**config.mk**
```make
export PLATFORM = sky130hd
export DESIGN_NAME = sha3_req_arbiter
export DESIGN_NICKNAME = d
export VERILOG_FILES = /design/src/rtl/pkg_sha3.sv /design/src/rtl/sha3_req_arbiter_rr_pick.sv /design/src/rtl/sha3_req_arbiter.sv
export SDC_FILE = /design/constraint.sdc
export NUM_CORES = 1
export LEC_CHECK = 0
export CORE_AREA = 5 5 130 132
export DETAILED_ROUTE_END_ITERATION = 7
export DIE_AREA = 0 0 135 137
export GPL_TIMING_DRIVEN = 0
export PLACE_DENSITY = 0.51
export SLEW_MARGIN = 0
export SYNTH_ARGS = -nofsm -noshare
export SYNTH_HDL_FRONTEND = slang
export SYNTH_HIERARCHICAL = 1
export SYNTH_SLANG_ARGS = --single-unit
```
**constraint.sdc**
```tcl
create_clock -name clk_i -period 2.2 [get_ports clk_i]
set_clock_uncertainty 0.05 [all_clocks]
set_input_delay 0.22 -clock clk_i [delete_from_list [all_inputs] [get_ports clk_i]]
set_output_delay 0.22 -clock clk_i [all_outputs]
set_load 0.005 [all_outputs]
```
**src/rtl/pkg_sha3.sv**
```systemverilog
// Shared SHA-3 definitions: bus width, digest geometry and
// the shared-core arbiter state encoding.
package pkg_sha3;

   localparam int SHA3_BRAM_DW      = 64;
   localparam int SHA3_DIGEST_LINES = 4;

   typedef enum logic [2:0] {
      IDLE_S,
      CLEAR_S,
      STREAM_S,
      START_S,
      COLLECT_S
   } sha3_arb_state_t;

endpackage

```
**src/rtl/sha3_req_arbiter_rr_pick.sv**
```systemverilog
// Combinational round-robin selector: first set request bit
// found searching ptr, ptr+1, ... modulo N.
module rr_pick #(
   parameter int N  = 2,
   parameter int IW = (N > 1) ? $clog2(N) : 1
) (
   input  logic [N-1:0]  req,
   input  logic [IW-1:0] ptr,
   output logic [N-1:0]  gnt,
   output logic [IW-1:0] idx,
   output logic          any
);

   int j;

   // Walk the search order backwards so the nearest hit wins.
   always_comb begin
      j   = 0;
      idx = '0;
      for (int i = N - 1; i >= 0; i--) begin
         j = (int'(ptr) + i) % N;
         if (req[j[IW-1:0]]) idx = j[IW-1:0];
      end
      any = |req;
      gnt = '0;
      if (any) gnt[idx] = 1'b1;
   end

endmodule

```
**src/rtl/sha3_req_arbiter.sv**
```systemverilog
// Round-robin job sequencer sharing one SHA-3 stream core
// between NUM_REQ requesters.
module sha3_req_arbiter
   import pkg_sha3::*;
#(
   parameter int NUM_REQ      = 2,
   parameter int DIGEST_LINES = SHA3_DIGEST_LINES
) (
   input  logic                              clk_i,
   input  logic                              rst_i,
   input  logic [NUM_REQ-1:0]                req_i,
   input  logic [NUM_REQ*SHA3_BRAM_DW-1:0]   msg_data_i,
   input  logic [NUM_REQ-1:0]                msg_valid_i,
   input  logic [NUM_REQ-1:0]                msg_last_i,
   output logic [NUM_REQ-1:0]                msg_ready_o,
   output logic [SHA3_BRAM_DW-1:0]           dig_data_o,
   output logic [NUM_REQ-1:0]                dig_valid_o,
   input  logic [NUM_REQ-1:0]                dig_ready_i,
   output logic [NUM_REQ-1:0]                grant_o,
   output logic                              busy_o,
   output logic                              core_rst_o,
   output logic                              core_start_o,
   output logic [SHA3_BRAM_DW-1:0]           core_rd_data_o,
   output logic                              core_rd_valid_o,
   input  logic                              core_rd_ready_i,
   input  logic [SHA3_BRAM_DW-1:0]           core_wr_data_i,
   input  logic                              core_wr_valid_i,
   output logic                              core_wr_ready_o
);

   localparam int IW = (NUM_REQ > 1) ? $clog2(NUM_REQ) : 1;
   localparam int CW = $clog2(DIGEST_LINES + 1);
   localparam int DW = SHA3_BRAM_DW;

   sha3_arb_state_t    state;
   logic [IW-1:0]      ptr;
   logic [IW-1:0]      gidx;
   logic [NUM_REQ-1:0] grant;
   logic [CW-1:0]      cnt;

   logic [NUM_REQ-1:0] pick_gnt;
   logic [IW-1:0]      pick_idx;
   logic               pick_any;

   logic [DW-1:0]      msg_data [NUM_REQ];
   logic               in_stream;
   logic               in_collect;
   logic               msg_fire;
   logic               dig_fire;

   for (genvar i = 0; i < NUM_REQ; i++) begin : g_unpack
      assign msg_data[i] = msg_data_i[i*DW +: DW];
   end

   rr_pick #(
      .N  (NUM_REQ),
      .IW (IW)
   ) u_pick (
      .req (req_i),
      .ptr (ptr),
      .gnt (pick_gnt),
      .idx (pick_idx),
      .any (pick_any)
   );

   assign in_stream  = (state == STREAM_S);
   assign in_collect = (state == COLLECT_S);
   assign msg_fire   = in_stream & msg_valid_i[gidx] & core_rd_ready_i;
   assign dig_fire   = in_collect & core_wr_valid_i & dig_ready_i[gidx];

   // Data paths are pure forwarding; only the granted lane is opened.
   assign core_rd_data_o  = in_stream ? msg_data[gidx] : '0;
   assign core_rd_valid_o = in_stream & msg_valid_i[gidx];
   assign msg_ready_o     = in_stream ? (grant & {NUM_REQ{core_rd_ready_i}}) : '0;
   assign dig_data_o      = in_collect ? core_wr_data_i : '0;
   assign dig_valid_o     = (in_collect & core_wr_valid_i) ? grant : '0;
   assign core_wr_ready_o = in_collect & dig_ready_i[gidx];

   assign grant_o      = grant;
   assign busy_o       = (state != IDLE_S);
   assign core_rst_o   = rst_i | (state == CLEAR_S);
   assign core_start_o = (state == START_S);

   always_ff @(posedge clk_i or posedge rst_i) begin
      if (rst_i) begin
         state <= IDLE_S;
         ptr   <= '0;
         gidx  <= '0;
         grant <= '0;
         cnt   <= '0;
      end else begin
         case (state)
            IDLE_S: begin
               if (pick_any) begin
                  grant <= pick_gnt;
                  gidx  <= pick_idx;
                  state <= CLEAR_S;
               end
            end
            CLEAR_S: state <= STREAM_S;
            STREAM_S: begin
               if (msg_fire && msg_last_i[gidx]) state <= START_S;
            end
            START_S: state <= COLLECT_S;
            COLLECT_S: begin
               if (dig_fire) begin
                  if (cnt == CW'(DIGEST_LINES - 1)) begin
                     cnt   <= '0;
                     grant <= '0;
                     state <= IDLE_S;
                     ptr   <= (gidx == IW'(NUM_REQ - 1)) ? '0 : gidx + 1'b1;
                  end else begin
                     cnt <= cnt + 1'b1;
                  end
               end
            end
            default: begin
               state <= IDLE_S;
               grant <= '0;
               cnt   <= '0;
            end
         endcase
      end
   end

endmodule
```
# After elaboration in Yosys (flattened, before gate mapping)

Cells that the tools add are included.

Bits in registers: 10
Input port bits: 204
Logic and storage cells: 79

Add/subtract/negate cells: 3
$lt $le $gt $ge: 6
Equal/unequal tests: 9
Mux-type cells: 34
Bitwise operators: 10
Reductions and logical operators: 12

Operator list:

| kind                                                                         | count |
|---|---|
| 64-bit 2-to-1 mux                                                            | 5 |
| 3-bit 2-to-1 mux                                                             | 6 |
| 3-bit one-hot mux with 5 select lines                                        | 1 |
| 1-bit 2-to-1 mux                                                             | 14 |
| 2-bit 2-to-1 mux                                                             | 5 |
| 3-bit by 2-bit == test with 1-bit output, second input constant              | 3 |
| 1-bit by 2-bit less-than comparator with 1-bit output, second input constant | 4 |
| 4-bit AND reduction                                                          | 2 |
| 2-bit by 1-bit != test with 1-bit output, second input constant              | 3 |
| 2-bit one-hot mux with 3 select lines                                        | 1 |
| 3-bit one-hot mux with 2 select lines                                        | 1 |
| 1-bit AND                                                                    | 5 |
| 2-bit AND reduction                                                          | 2 |
| 4-bit OR reduction                                                           | 1 |
| 3-bit by 1-bit adder with 3-bit output, second input constant                | 1 |
| 3-bit by 1-bit == test with 1-bit output, second input constant              | 1 |
| 3-bit == test, second input constant                                         | 1 |
| 3-bit logical NOT                                                            | 1 |
| 3-bit AND reduction                                                          | 1 |
| 3-bit nonzero test                                                           | 1 |
| 3-bit OR reduction                                                           | 1 |
| 1-bit adder, second input constant                                           | 2 |
| 2-bit AND                                                                    | 1 |
| 2-bit greater-or-equal comparator, second input constant                     | 1 |
| 8 further kinds                                                              | 10 |

# Logic depth before layout (Yosys ltp)

Depth after elaboration: 11
Depth in mapped cells: 6
Mapped depth without buffers: 4

# Modules after synthesis

Netlist, hierarchy kept.

By module, submodules not included:

| module           | times used | cells each | area an instance (sq um) |
|---|---|---|---|
| sha3_req_arbiter | 1          | 282        | 2042.0 |
| rr_pick          | 1          | 5          | 32.5 |

# Worst setup path after synthesis

No wires, ideal clock.

Path type: flip-flop to flip-flop
Start: register state[1]
End: register ptr
Setup time: 0.136 ns
Data arrival time: 1.353 ns
Data required time: 2.014 ns
Path slack: 0.662 ns
Cell stages (with the launch flop): 5
Buffers on the path: 1
Period minus slack after synthesis: 1.538 ns
Path through: dfrtp_1 > buf_6 > or4b_4 > o31ai_1 > o41ai_1

Longest elaborated chain between the ends: 4

RTL lines:

| what                                     | RTL line                                       | source |
|---|---|---|
| from (decl)                              | sha3_req_arbiter.sv:35                         | `sha3_arb_state_t state;` |
| from (signal assigned)                   | sha3_req_arbiter.sv:86                         | `state <= IDLE_S;` |
| from (signal assigned)                   | sha3_req_arbiter.sv:97                         | `state <= CLEAR_S;` |
| from (signal assigned)                   | sha3_req_arbiter.sv:100                        | `CLEAR_S: state <= STREAM_S;` |
| 3-bit == test (*)                        | sha3_req_arbiter.sv:67, sha3_req_arbiter.sv:92 |  |
| 1-bit AND (2 in a row)                   | sha3_req_arbiter.sv:69                         | `assign dig_fire = in_collect & core_wr_valid_i & dig_ready_i[gidx];` |
| 3-bit AND reduction (no source line) (*) | n/a                                            |  |
| to (signal assigned)                     | sha3_req_arbiter.sv:111                        | `ptr <= (gidx == IW'(NUM_REQ - 1)) ? '0 : gidx + 1'b1;` |
| to (decl)                                | sha3_req_arbiter.sv:36                         | `logic [IW-1:0] ptr;` |

Every way passes the cells marked *; elsewhere a longest branch is shown, timed or not.
A chain may end at the register's enable or synchronous reset.

# Worst setup path in the final report

Start: register state[0]
End: output dig_data_o[35]

Longest elaborated chain between the ends: 2

RTL lines:

| what              | RTL line               | source |
|---|---|---|
| 3-bit == test     | sha3_req_arbiter.sv:67 | `assign in_collect = (state == COLLECT_S);` |
| 64-bit 2-to-1 mux | sha3_req_arbiter.sv:75 | `assign dig_data_o = in_collect ? core_wr_data_i : '0;` |
| to (decl)         | sha3_req_arbiter.sv:16 | `output logic [SHA3_BRAM_DW-1:0] dig_data_o,` |

Every way passes these cells.

==> metrics.csv <==
stage;metric;value;unit
clock_network;clk_pin_slew;0.04;ns
drt;vias;3367;
worst_setup_path;cp.arrival;1.87;ns
place;gp_congestion;0.807;
timing;finalHoldViolCount;0;
worst_setup_path;end_kind;output port;
synth;synth_top_family_by_area;simple AND/OR/NAND/NOR gates;
synth;synth_xor_area_share;0.422;%
finish;layout.cells.non_filler;852;
synth;synth_area;2070;sq um
synth;synth_top_cell_by_area;mux2i_1;
drt;initialDrtViolationCount;67;
clock_network;numClockSinks;10;
grt;grt_pass1_wl;19.3;mm
grt;grt_util_all_layers;13.2;%
timing;final.min_clock_period;2.14;ns
clock_network;htree_num_levels;1;
worst_setup_path;startpoint_type;flip-flop;
worst_setup_path;path_max_fanout;9;
place;pre_cts_ws;-0.123;ns
worst_setup_path;crit_type;reg2out;
finish;diodes;0;
power;pwr_density_cell;686;nW/um^2
power;ir_drop;0.000343;V
synth;yosysTopAreaCellShare;32.8;%
synth;syn_nets;492;
synth;syn-mean-instance-area;7.23;sq um
drt;antenna_left;0;
drt;post_drt_wl_per_cell;16.6;microns
floorplanning;coreArea;15600;sq um
place;dp.cells;845;
clock_network;insertion_delay;0.24;ns
timing;max_freq;467;MHz
timing;worst_slew_pin_slew;0.462;ns
finish;nets;842;
grt;grt-ovfl-total;0;
drt;drc;0;
synth;ys_seq_area_share;12.1;%
clock_network;cts_tree;built;
worst_setup_path;cpMaxStageDelayCell;clkdlybuf4s50_1;
power;power_leakage;3.72;nW
synth;ys_seq_elements;10;
synth;yosys_warnings;6;
clock_network;clockBufferDepth;2;
floorplanning;die_x;135;microns
place;port-buffer-count;342;
finish;drive_gt1_share;7.70;%
clock_network;cts_inserted_buffers;3;
timing;slew_headroom;68.6;%
drt;avgViaCountPerCell;3.95;
floorplanning;std_cell_rows;46;
worst_setup_path;cp_slowest_stage_delay;0.50;ns
timing;setup_viol;0;
finish;area_growth_syn_to_layout;198;%
drt;route.final.wire_length;14.2;mm
synth;synth.distinct_cells;37;
timing;maxSlewViolCount;0;
floorplanning;start_util;13.3;%
synth;synth_area_leaders;mux2i_1, and2_1, nor2_1;
run_status;status;complete, no violations;
synth;syn_inst;287;
worst_setup_path;critical_path.cell_chain;buf_6 -> nor3b_4 -> buf_12 -> buf_8 -> and2_1 -> clkdlybuf4s50_1;
floorplanning;die_area;18500;sq um
drt;first_pass_iters;7;
grt;antenna_found_initial;0;
floorplanning;ios;343;
timing;min_period_over_period;97.4;%
synth;yosys.area_share.simple;40.7;%
timing;worst_slack;0.0567;ns
grt;grt_pass1_vias;3473;
synth;synthMuxAreaShare;34.0;%
synth;synth_adder_area_share;0.603;%
place;dp_hpwl;12.5;mm
clock_network;cts_root_buf;clkbuf_16;
timing;rsz0062_at_grt;true;
worst_setup_path;worstPathRequired;1.93;ns
synth;synth_compound_area_share;4.83;%
floorplanning;die_h;137;microns
flow_run;drv_cap;0;
hold_path;hold_path_class;in2async;
grt;grt_max_degree;11;
[logic make-up (layout without fill, tap and decap cells)]
family,after synthesis,in the layout
AND/OR/NAND/NOR,160,160
XOR/XNOR,1,1
flip-flops,10,10
adder cells (fa/ha/maj),1,1
buffers and inverters,31,380
multiplexers,70,70
AO/OA/AOI/OAI,14,14
[final timing paths]
check / startpoint / endpoint / slack (ns) / cells after the start
worst max-delay path: state[0] / dig_data_o[35] / 0.06 / 6
worst min-delay path: rst_i / state[2] / 0.26 / 2
worst max register to register: state[1] / ptr / 0.56 / 4
worst min register to register: cnt[0] / cnt[0] / 0.44 / 1
max in group asynchronous: rst_i / cnt[1] / 1.56 / 2
min in group clk_i: cnt[0] / cnt[0] / 0.44 / 1
[state kept, by name, summed over array words and instances, names as in the netlist]
name     flops
cnt          3
state        3
grant_o      2
gidx         1
ptr          1
[final cells by class]
type | count | area (sq um)
Tap cell | 216 | 270
Fill cell | 1582 | 9410
Buffer | 25 | 265
Sequential cell | 10 | 250
Inverter | 6 | 22.5
Timing Repair Buffer | 345 | 3590
Clock buffer | 4 | 88.8
Multi-Input combinational cell | 246 | 1710
[power by group]
group / internal [W] / switching, W
Combinational: 0.00210 / 0.00149
Clock: 0.000274 / 0.0000907
Sequential: 0.000241 / 0.0000471
Total: 0.00261 / 0.00163
[timing repair]
action                     in CTS  in global routing
buffers inserted                1                  2
pin swaps                       1                  1
gates resized for setup        81                 91
setup endpoints to repair     128                 85
hold buffers                    0                  0
[synthesized netlist by cell type (all sizes together)]
master and n:
and2 65, inv 6, ha 1, clkbuf 8, nand4b 1, or2 1
buf 17, xnor2 1, o31ai 2, nor3b 1, a21oi 2, nand3 2
nand2b 2, a21o 1, or4b 2, nand2 8, o21ai 1, and2b 1
nor3 1, dfrtp 10, o41ai 2, nand3b 1, and3 4, mux2 1
and3b 1, o211ai 2, nor2 69, a21boi 3, nor2b 1, mux2i 69
o21a 1
[layer usage]
layer | up-vias | share of wire (%) | track usage [%] | wire length, microns
li1 | 1639 | - | - | -
met1 | 1509 | 35 | 13.4 | 4890
met2 | 202 | 53 | 25.9 | 7550
met3 | 17 | 10 | 4.34 | 1470
met4 | 0 | 1.7 | 2.97 | 247
met5 | - | 0 | 0 | 0
[through the flow]
| step | total power, W | instance area [sq um] | utilization [%] | setup TNS, ns | hold WS (ns) |
|---|---|---|---|---|---|
| 2_1_floorplan | 0.00182 | 2070 | - | 0 | 0.0102 |
| 3_3_place_gp | 0.00382 | 5770 | 37.0 | -1.22 | 0.425 |
| 3_5_place_dp | 0.00384 | 5770 | 37.0 | -1.96 | 0.434 |
| 4_1_cts | 0.00432 | 5950 | 38.1 | -0.323 | 0.276 |
| 5_1_grt | 0.00456 | 6190 | 39.7 | -0.0175 | 0.320 |
| 6_report | 0.00425 | 6190 | 39.7 | 0 | 0.256 |
[worst max-delay path, delay by kind of cell (launching register included)]
family	cells	cell delay [ns]
buffers and inverters	4	0.92
flip-flops	1	0.36
AND/OR/NAND/NOR	2	0.33
[layout by cell type (no fill, tap or decap), types with 3 or more instances in the layout]
| master | count |
|---|---|
| a21boi_1 | 3 |
| and3_1 | 4 |
| nand2_1 | 7 |
| mux2i_1 | 66 |
| buf_8 | 8 |
| nor2_1 | 64 |
| clkdlybuf4s50_1 | 236 |
| dlymetal6s2s_1 | 70 |
| clkbuf_16 | 3 |
| dlygate4sd2_1 | 36 |
| buf_2 | 5 |
| inv_1 | 6 |
| nor2_2 | 3 |
| mux2i_2 | 3 |
| buf_4 | 6 |
| and2_1 | 63 |
| dfrtp_1 | 10 |
| buf_6 | 8 |
(Power assumes the default switching activity.)
